[src/rtl/pipe_hazard_ctrl_pkg.sv]
// Shared definitions for the pipeline hazard controller.
// Contents: opcode constants, the controller state encoding, and the register read/write decode helpers.
package pipe_ctrl_pkg;

  localparam logic [5:0] OP_ADD = 6'h00;
  localparam logic [5:0] OP_BNE = 6'h05;

  typedef enum logic [1:0] {
    ST_RUN   = 2'd0,
    ST_STALL = 2'd1,
    ST_FLUSH = 2'd2
  } ctrl_state_t;

  function automatic logic reads_regs(input logic [5:0] op);
    return (op == OP_ADD) || (op == OP_BNE);
  endfunction

  function automatic logic writes_reg(input logic [5:0] op, input logic [4:0] rd);
    return (op == OP_ADD) && (rd != 5'd0);
  endfunction

endpackage

[src/rtl/pipe_hazard_ctrl_if.sv]
// Bundles the ID-stage instruction fields and the pipeline enable outputs of the hazard controller.
// The counter outputs are present only when PIPE_HAZARD_STATS_EN is defined.
interface pipe_hazard_ctrl_if;

  logic       ID_VALID;
  logic [5:0] ID_OP;
  logic [4:0] ID_RS;
  logic [4:0] ID_RT;
  logic [4:0] ID_RD;
  logic       EX_TKN;
  logic       PC_WE;
  logic       IFID_WE;
  logic       IFID_FLUSH;
  logic       IDEX_BUBBLE;
  logic [1:0] STATE;

`ifdef PIPE_HAZARD_STATS_EN
  logic [31:0] STALL_CNT;
  logic [31:0] FLUSH_CNT;
  logic [31:0] ISSUE_CNT;

  modport master (
    output ID_VALID, ID_OP, ID_RS, ID_RT, ID_RD, EX_TKN,
    input  PC_WE, IFID_WE, IFID_FLUSH, IDEX_BUBBLE, STATE,
    input  STALL_CNT, FLUSH_CNT, ISSUE_CNT
  );

  modport slave (
    input  ID_VALID, ID_OP, ID_RS, ID_RT, ID_RD, EX_TKN,
    output PC_WE, IFID_WE, IFID_FLUSH, IDEX_BUBBLE, STATE,
    output STALL_CNT, FLUSH_CNT, ISSUE_CNT
  );
`else
  modport master (
    output ID_VALID, ID_OP, ID_RS, ID_RT, ID_RD, EX_TKN,
    input  PC_WE, IFID_WE, IFID_FLUSH, IDEX_BUBBLE, STATE
  );

  modport slave (
    input  ID_VALID, ID_OP, ID_RS, ID_RT, ID_RD, EX_TKN,
    output PC_WE, IFID_WE, IFID_FLUSH, IDEX_BUBBLE, STATE
  );
`endif

endinterface

[src/rtl/pipe_hazard_ctrl_scoreboard.sv]
// Per-register busy scoreboard: a 2-bit down-counter per register, loaded on writer issue.
// Provides two busy read ports (rs, rt). Register 0 is never busy.
module hazard_scoreboard #(
  parameter int WB_LAT = 1,
  parameter int NREG   = 32
) (
  input  logic       clk,
  input  logic       rst,
  input  logic       issue_we,
  input  logic [4:0] issue_rd,
  input  logic [4:0] rs,
  input  logic [4:0] rt,
  output logic       busy_rs,
  output logic       busy_rt
);

  localparam logic [1:0] LOAD = 2'(WB_LAT);

  logic [1:0]  cnt [NREG];
  logic [31:0] busy;

  // A reload on issue takes precedence over the decrement of the same register.
  always_ff @(posedge clk) begin
    for (int i = 0; i < NREG; i++) begin
      if (rst || i == 0) begin
        cnt[i] <= 2'd0;
      end else if (issue_we && issue_rd == 5'(i)) begin
        cnt[i] <= LOAD;
      end else if (cnt[i] != 2'd0) begin
        cnt[i] <= cnt[i] - 2'd1;
      end
    end
  end

  always_comb begin
    busy = '0;
    for (int i = 1; i < NREG && i < 32; i++) begin
      busy[i] = (cnt[i] != 2'd0);
    end
  end

  assign busy_rs = busy[rs];
  assign busy_rt = busy[rt];

endmodule

[src/rtl/pipe_hazard_ctrl.sv]
// Interlock and flush controller for the four-stage ADD/BNE pipeline.
// Defining PIPE_HAZARD_STATS_EN adds saturating stall/flush/issue counters.
module pipe_hazard_ctrl
  import pipe_ctrl_pkg::*;
#(
  parameter int WB_LAT = 1,
  parameter int NREG   = 32
) (
  input logic               CLK,
  input logic               RST,
  pipe_hazard_ctrl_if.slave bus
);

  logic        busy_rs;
  logic        busy_rt;
  logic        hz;
  logic        flush;
  logic        issue;
  logic        issue_we;
  ctrl_state_t state;

  assign hz       = bus.ID_VALID && reads_regs(bus.ID_OP) && (busy_rs || busy_rt);
  assign flush    = bus.EX_TKN;
  assign issue    = bus.ID_VALID && !hz && !flush && !RST;
  assign issue_we = issue && writes_reg(bus.ID_OP, bus.ID_RD);

  hazard_scoreboard #(
    .WB_LAT (WB_LAT),
    .NREG   (NREG)
  ) u_scoreboard (
    .clk      (CLK),
    .rst      (RST),
    .issue_we (issue_we),
    .issue_rd (bus.ID_RD),
    .rs       (bus.ID_RS),
    .rt       (bus.ID_RT),
    .busy_rs  (busy_rs),
    .busy_rt  (busy_rt)
  );

  // A taken branch overrides a stall; reset forces free-running enables.
  always_comb begin
    bus.PC_WE       = 1'b1;
    bus.IFID_WE     = 1'b1;
    bus.IFID_FLUSH  = 1'b0;
    bus.IDEX_BUBBLE = 1'b0;
    if (!RST) begin
      if (flush) begin
        bus.IFID_FLUSH  = 1'b1;
        bus.IDEX_BUBBLE = 1'b1;
      end else if (hz) begin
        bus.PC_WE       = 1'b0;
        bus.IFID_WE     = 1'b0;
        bus.IDEX_BUBBLE = 1'b1;
      end
    end
  end

  always_ff @(posedge CLK) begin
    if (RST) begin
      state <= ST_RUN;
    end else if (flush) begin
      state <= ST_FLUSH;
    end else if (hz) begin
      state <= ST_STALL;
    end else begin
      state <= ST_RUN;
    end
  end

  assign bus.STATE = state;

`ifdef PIPE_HAZARD_STATS_EN
  logic [31:0] stall_cnt;
  logic [31:0] flush_cnt;
  logic [31:0] issue_cnt;

  always_ff @(posedge CLK) begin
    if (RST) begin
      stall_cnt <= '0;
      flush_cnt <= '0;
      issue_cnt <= '0;
    end else begin
      if (hz && !flush && stall_cnt != '1) stall_cnt <= stall_cnt + 32'd1;
      if (flush && flush_cnt != '1)        flush_cnt <= flush_cnt + 32'd1;
      if (issue && issue_cnt != '1)        issue_cnt <= issue_cnt + 32'd1;
    end
  end

  assign bus.STALL_CNT = stall_cnt;
  assign bus.FLUSH_CNT = flush_cnt;
  assign bus.ISSUE_CNT = issue_cnt;
`endif

endmodule

[src/flat_wrapper.sv]
// flat-port wrapper written by rule: the top's interface ports become plain ports
module pipe_hazard_ctrl_flat import pipe_ctrl_pkg::*;
#(
  parameter int WB_LAT = 1,
  parameter int NREG   = 32
)
  (CLK, RST, bus_ID_VALID, bus_ID_OP, bus_ID_RS, bus_ID_RT, bus_ID_RD, bus_EX_TKN, bus_PC_WE, bus_IFID_WE, bus_IFID_FLUSH, bus_IDEX_BUBBLE, bus_STATE);
  pipe_hazard_ctrl_if bus_i ();
  input logic CLK;
  input logic RST;
  input wire logic [$bits(bus_i.ID_VALID)-1:0] bus_ID_VALID;
  input wire logic [$bits(bus_i.ID_OP)-1:0] bus_ID_OP;
  input wire logic [$bits(bus_i.ID_RS)-1:0] bus_ID_RS;
  input wire logic [$bits(bus_i.ID_RT)-1:0] bus_ID_RT;
  input wire logic [$bits(bus_i.ID_RD)-1:0] bus_ID_RD;
  input wire logic [$bits(bus_i.EX_TKN)-1:0] bus_EX_TKN;
  output wire logic [$bits(bus_i.PC_WE)-1:0] bus_PC_WE;
  output wire logic [$bits(bus_i.IFID_WE)-1:0] bus_IFID_WE;
  output wire logic [$bits(bus_i.IFID_FLUSH)-1:0] bus_IFID_FLUSH;
  output wire logic [$bits(bus_i.IDEX_BUBBLE)-1:0] bus_IDEX_BUBBLE;
  output wire logic [$bits(bus_i.STATE)-1:0] bus_STATE;
  assign bus_i.ID_VALID = bus_ID_VALID;
  assign bus_i.ID_OP = bus_ID_OP;
  assign bus_i.ID_RS = bus_ID_RS;
  assign bus_i.ID_RT = bus_ID_RT;
  assign bus_i.ID_RD = bus_ID_RD;
  assign bus_i.EX_TKN = bus_EX_TKN;
  assign bus_PC_WE = bus_i.PC_WE;
  assign bus_IFID_WE = bus_i.IFID_WE;
  assign bus_IFID_FLUSH = bus_i.IFID_FLUSH;
  assign bus_IDEX_BUBBLE = bus_i.IDEX_BUBBLE;
  assign bus_STATE = bus_i.STATE;
  pipe_hazard_ctrl #(.WB_LAT(WB_LAT), .NREG(NREG)) u_core (.CLK(CLK), .RST(RST), .bus(bus_i));
endmodule
[config.mk]
export PLATFORM = sky130hd
export DESIGN_NAME = pipe_hazard_ctrl_flat
export DESIGN_NICKNAME = d
export VERILOG_FILES = /design/src/rtl/pipe_hazard_ctrl_pkg.sv /design/src/rtl/pipe_hazard_ctrl_if.sv /design/src/rtl/pipe_hazard_ctrl_scoreboard.sv /design/src/rtl/pipe_hazard_ctrl.sv /design/src/flat_wrapper.sv
export SDC_FILE = /design/constraint.sdc
export NUM_CORES = 1
export LEC_CHECK = 0
export ABC_CLOCK_PERIOD_IN_PS = 2810
export CORE_ASPECT_RATIO = 2
export CORE_MARGIN = 2
export CORE_UTILIZATION = 50
export DETAILED_ROUTE_END_ITERATION = 12
export GPL_TIMING_DRIVEN = 0
export PLACE_DENSITY = 0.73
export SLEW_MARGIN = 10
export SYNTH_ARGS = -nofsm -noshare
export SYNTH_HDL_FRONTEND = slang
export SYNTH_SLANG_ARGS = --single-unit
[constraint.sdc]
create_clock -name CLK -period 2.81 [get_ports CLK]
set_input_delay 0.562 -clock CLK [delete_from_list [all_inputs] [get_ports CLK]]
set_output_delay 0.562 -clock CLK [all_outputs]
set_load 0.01 [all_outputs]
# Word level (Yosys, flattened, before mapping)
# Memories as Yosys holds them, arrays and structs flattened.
# Index checks and enable logic that the tools add are counted.
[op_classes]
n_addsub = 31
multipliers = 0
div_mod_pow = 0
magnitude_cmp = 2
eq_ne = 32
shift = 0
muxes = 295
bitwise_logic = 62
n_reduce_logical = 77
[ops]
columns = ["cell", "n"]
rows = [
  ["$mux W1", 230],
  ["$mux W2", 63],
  ["$eq A5 B5 Y1 const B", 16],
  ["$or A1 B1 Y1", 62],
  ["$reduce_bool A2 Y1", 31],
  ["$sub A2 B1 Y2 const B", 31],
  ["$eq A5 B4 Y1 const B", 8],
  ["$logic_and A1 B1 Y1", 38],
  ["$eq A5 B3 Y1 const B", 4],
  ["$lt A5 B6 Y1 const B", 2],
  ["$bmux W1 S5", 2],
  ["$eq A5 B2 Y1 const B", 2],
  ["$eq A6 B3 Y1 const B", 1],
  ["$logic_not A6 Y1", 1],
  ["$eq A5 B1 Y1 const B", 1],
  ["$reduce_bool A5 Y1", 1],
  ["$logic_not A1 Y1", 3],
  ["$logic_or A1 B1 Y1", 2],
  ["$reduce_or A2 Y1", 1],
]
[totals]
regBits = 2
latchBits = 0
mem_bits_rw = 64
romBits = 0
in_bits = 25
out_inout_bits = 6
wordCells = 502
mem_count = 1
[mem_list]
columns = ["name", "words", "word_bits", "read_ports", "rd_ports_with_merged_regs", "write_ports", "line", "rtl"]
rows = [
  ["u_core.u_scoreboard.cnt", 32, 2, 31, 0, 32, "pipe_hazard_ctrl_scoreboard.sv:19", "logic [1:0] cnt [NREG];"],
]

# Longest topological paths before layout
# An unclocked memory read counts as a cell.
[logic_depth]
depth_word = 17
depth_mapped = 10

# Hierarchy
# Synthesis repeated with hierarchy kept, for this count alone.
[unflattened]
hier_cells = 491
hier_area_um2 = 4295.4
[by_module_without_submodules]
columns = ["mod", "n_inst", "cells_each", "area_per_inst_um2"]
rows = [
  ["hazard_scoreboard", 1, 475, 4152.7],
  ["pipe_hazard_ctrl", 1, 16, 142.6],
]

# Worst setup path after synthesis
# OpenSTA, ideal clock, no wires.
[synth_path]
path_type = "input to output"
startpoint = "input bus_ID_RT[1]"
endpoint = "output bus_PC_WE"
t_arrival_ns = 2.357
t_required_ns = 2.248
setup_slack_ns = -0.109
path_stages = 9
n_path_buf = 3
cell_sequence = "buf_2 mux4_2 mux2i_1 and2_0 o311a_2 buf_2 or2_2 nand2_1 buf_4"
[synth_between]
elab_chain_len = 7
[synth_rtl]
columns = ["item", "line", "rtl"]
rows = [
  ["start, declared", "flat_wrapper.sv:14", "input wire logic [$bits(bus_i.ID_RT)-1:0] bus_ID_RT;"],
  ["$bmux W1 S5", "pipe_hazard_ctrl_scoreboard.sv:43", "assign busy_rt = busy[rt];"],
  ["$mux W1 (not written as such)", "pipe_hazard_ctrl_scoreboard.sv:43", ""],
  ["$logic_or A1 B1 Y1", "pipe_hazard_ctrl.sv:22", "assign hz = bus.ID_VALID && reads_regs(bus.ID_OP) && (busy_rs || busy_rt);"],
  ["$logic_and A1 B1 Y1", "pipe_hazard_ctrl.sv:22", ""],
  ["$mux W1 (3 in a row)", "n/a", ""],
  ["end, declared", "flat_wrapper.sv:17", "output wire logic [$bits(bus_i.PC_WE)-1:0] bus_PC_WE;"],
]
# No other way between the ends. The select of a mux whose other input is x is not followed.

==> impl_metrics.py <==
metrics = {
    "logic_synthesis": {
        "synth.avg_cell_area_um2": 10.47,
        "syn_area_um2": 4996,
        "synth.top_cell.area_share_pct": 37.27,
        "synth_nets": 563,
        "synth.yosys.seq_area_share_pct": 38.07,
        "number_of_synthesized_flops_with_an_enable_pin": 62,
        "postSynth.asyncResetShare_pct": 0,
        "post_synth_cell_types": 38,
        "synthesis.instances": 477,
        "ys_top_cells_by_area": "sky130_fd_sc_hd__edfxtp_1 37%, sky130_fd_sc_hd__ha_1 15%, sky130_fd_sc_hd__mux4_2 5.9%",
        "yosys_warnings": 0,
        "ys_ff_latch": 64,
        "yosys.area.top_type": "sky130_fd_sc_hd__edfxtp_1",
        "yosys_most_used_dff": "sky130_fd_sc_hd__edfxtp_1",
    },
    "placed_design": {
        "finalWeightedCongestion": 0.8590,
        "quantity_of_i_o_buffers_inserted_on_ports": 24,
        "placedInstanceArea_um2": 5429,
        "placed_cells_incl_taps": 633,
        "detailedPlacementHpwl_mm": 9.467,
        "placement.setup.worst_slack_ns": -0.8678,
    },
    "route": {
        "vias": 3912,
        "route.detailed.wl_per_inst_um": 19.21,
        "drt_first_pass_iters": 5,
        "route.antenna.remaining_nets": 0,
        "totalWireLength_mm": 12.77,
        "drt_iter0_markers": 227,
        "drcViolationCount": 0,
        "vias_per_cell": 5.883,
    },
    "floorplan": {
        "die_w_um": 74.68,
        "floorplan.core_area_um2": 9763,
        "die_y_um": 145.4,
        "die_area_um2": 10860,
        "ios": 31,
        "row_count": 51,
        "initial_core_util_pct": 51.17,
    },
    "power": {
        "seqPwrFrac_pct": 33.5,
        "power.switching_w": 0.001810,
        "internal-power_w": 0.003466,
        "p_per_area_nw_per_um2": 861.3,
        "power.switching_fraction_pct": 34.31,
        "comb_power_share_pct": 45.9,
        "max-vdd-ir-drop_mv": 0.3738,
        "p_clk_share_pct": 20.7,
        "leakage_power_of_the_design_nw": 2.503,
    },
    "global_route": {
        "first_global_vias": 4118,
        "grt_first_pass_wirelength_mm": 20.25,
        "global_route.overflow_total": 0,
        "largest_net_degree_at_the_start_of_global_routing": 11,
        "antenna_violations_before_repair": 0,
        "global_route.usage.total_pct": 25.13,
    },
    "clock_tree": {
        "clock_tree_from_tritoncts": "done",
        "clockRootBuffer": "sky130_fd_sc_hd__clkbuf_16",
        "cts.htree.levels": 3,
        "cts.sink_count": 64,
        "clkLatencyLatePin_ns": 0.34,
        "clkSlewWorstSetupHoldPaths_ns": 0.06,
        "number_of_cts_inserted_buffers": 9,
        "cts_hold_buffers": 0,
        "cts_max_path_buffers": 2,
    },
    "worst_hold_path": {
        "min-delay-path-class": "flip-flop to flip-flop",
    },
    "timing": {
        "rsz0062_at_grt": "true",
        "post_route_clock_period_utilization_pct": 111.0,
        "final_critical_path_setup_slack_ns": -0.3092,
        "relSlewSlack_pct": 50.67,
        "setup_viol": 17,
        "timing_hold_violations_final": 0,
        "max_freq_ghz": 0.3206,
        "clock_skew_after_layout_ns": 0.007511,
        "timing.final.max_slew_violations": 0,
        "fin_crit_ns": 3.119,
        "worst-slew-pin-transition_ns": 0.7399,
    },
    "worst_setup_path": {
        "critical_path.max_fanout": 3,
        "timing.critical_path.arrival_ns": 2.56,
        "critical_path.endpoint_type": "output pin",
        "startpoint_type": "flip-flop",
        "worst_path_required_time_ns": 2.25,
        "timing_worst_setup_path_type": "flip-flop to output pin",
    },
    "finish": {
        "nNetsFinal": 614,
        "layout.filler_cells": 800,
        "drive_gt1_share_pct": 30.21,
        "fin_cells": 665,
        "num_antenna_cells": 0,
        "areaGrowthSynthToFinish_pct": 22.61,
        "finish.instance_area_um2": 6126,
    },
    "outcome": {
        "failed_checks": "setup timing",
        "outcome": "complete, but fails checks",
    },
    "job": {
        "cap_violations": 0,
    },
}
flip-flops by register name, indices dropped and copies added (netlist names):
register and cells:
u_core.u_scoreboard.cnt 62, u_core.bus.STATE 2
path summary, 6_finish.rpt:
kind | from | endpoint | slack (ns) | cells after the start
hold reg to reg | u_core.u_scoreboard.cnt[0][6] | u_core.u_scoreboard.cnt[0][6] | 0.73 | 2
setup reg to reg | u_core.u_scoreboard.cnt[0][24] | u_core.u_scoreboard.cnt[0][25] | 0.02 | 10
setup / recovery | u_core.u_scoreboard.cnt[0][24] | bus_PC_WE | -0.31 | 11
hold / removal | u_core.u_scoreboard.cnt[0][6] | u_core.u_scoreboard.cnt[0][6] | 0.73 | 2
metrics by stage:
stage	hold slack [ns]	util, %	total power [W]	TNS (ns)
CTS	0.7319	61.67	0.005171	-1.289
global route	0.7713	62.75	0.005652	-6.134
global placement	0.7100	55.61	0.003733	-36.34
floorplan	0.6865	-	0.003303	0
finish	0.7326	62.75	0.005276	-1.470
detailed placement	0.7175	55.61	0.003886	-40.40
kinds of logic after synthesis:
family	count (synthesis)	synth area share, %
AOI/OAI and AO/OA	9	1.828
adders and majority gates	61	15.28
xor gates and xnor gates	1	0.1753
buffers and inverters	91	7.788
and+or+nand+nor	232	29.75
muxes	19	7.112
DFF	64	38.07
routing by layer:
| layer | track usage [%] | vias to the layer above | routed length [µm] | part of all wire, % |
|---|---|---|---|---|
| met1 | 26.73 | 1872 | 4528 | 35 |
| met5 | 0 | - | 0 | 0 |
| met2 | 41.68 | 131 | 6731 | 53 |
| li1 | - | 1853 | - | - |
| met3 | 4.224 | 56 | 505 | 4.0 |
| met4 | 20.00 | 0 | 1007 | 7.9 |
cell usage in the layout (no fill, tap or decap), drive strengths merged, types with 2 or more instances in the layout:
cell,netlist,routed
nand4,16,16
mux2i,4,4
mux4,13,13
nor3b,2,2
buf,12,32
a22oi,3,3
ha,61,61
and2,5,5
edfxtp,62,62
nor2b,8,8
nor4,31,31
and3,2,2
mux2,2,2
clkinv,0,4
nor2,9,9
nor3,64,64
nand2,4,4
nand3,3,3
or3b,31,31
dfxtp,2,2
or2,34,34
nand2b,6,6
clkdlybuf4s50,0,21
inv,62,62
or4,15,15
clkbuf,17,27
power groups by stage:
stage                     sequential (W)  clock (W)  combinational, W
final                            0.00177    0.00109           0.00242
after global routing             0.00180    0.00115           0.00270
after floorplan                  0.00172          0           0.00158
after global placement           0.00175          0           0.00198
after detailed placement         0.00177          0           0.00211
after CTS                        0.00176    0.00109           0.00232
timing repair:
| action | CTS | global route |
|---|---|---|
| gates resized for setup | 66 | 21 |
| endpoints found under the setup margin | 63 | 78 |
| setup buffers | 13 | 5 |
| pin swaps | 12 | 3 |
area by class of cell:
type | instances | area (µm²) | share of cell area (%)
buffer | 28 | 187.7 | 3.064
multi-input combinational | 322 | 2999 | 48.96
timing repair buffer | 41 | 359.1 | 5.862
clock buffer | 11 | 232.7 | 3.799
sequential | 64 | 1902 | 31.05
inverter | 62 | 232.7 | 3.799
clock inverter | 5 | 47.55 | 0.7761
tap | 132 | 165.2 | 2.696
critical path: stages (launching register included):
cell and delay, ns:
sky130_fd_sc_hd__edfxtp_1 0.36, sky130_fd_sc_hd__inv_2 0.08, sky130_fd_sc_hd__ha_4 0.16, sky130_fd_sc_hd__mux4_2 0.51, sky130_fd_sc_hd__a22oi_1 0.21, sky130_fd_sc_hd__nand4b_1 0.17, sky130_fd_sc_hd__a21boi_4 0.18, sky130_fd_sc_hd__buf_6 0.12
sky130_fd_sc_hd__or2_4 0.12, sky130_fd_sc_hd__nand2_4 0.06, sky130_fd_sc_hd__buf_6 0.13, sky130_fd_sc_hd__buf_6 0.11
Yosys cell counts (3+ instances only):
library cell	number
sky130_fd_sc_hd__nand2b_1	6
sky130_fd_sc_hd__nor2_1	9
sky130_fd_sc_hd__and2_1	4
sky130_fd_sc_hd__nand3_1	3
sky130_fd_sc_hd__mux2i_1	4
sky130_fd_sc_hd__edfxtp_1	62
sky130_fd_sc_hd__or4_1	15
sky130_fd_sc_hd__a22oi_1	3
sky130_fd_sc_hd__nor3_1	54
sky130_fd_sc_hd__nand4_1	16
sky130_fd_sc_hd__buf_4	3
sky130_fd_sc_hd__ha_1	61
sky130_fd_sc_hd__or3b_1	28
sky130_fd_sc_hd__nor4_1	31
sky130_fd_sc_hd__inv_1	62
sky130_fd_sc_hd__clkbuf_1	17
sky130_fd_sc_hd__mux4_2	13
sky130_fd_sc_hd__or3b_2	3
sky130_fd_sc_hd__buf_2	5
sky130_fd_sc_hd__nand2_1	4
sky130_fd_sc_hd__nor2b_1	8
sky130_fd_sc_hd__buf_6	4
sky130_fd_sc_hd__nor3_2	10
sky130_fd_sc_hd__or2_2	34
(Power assumes the default switching activity.)
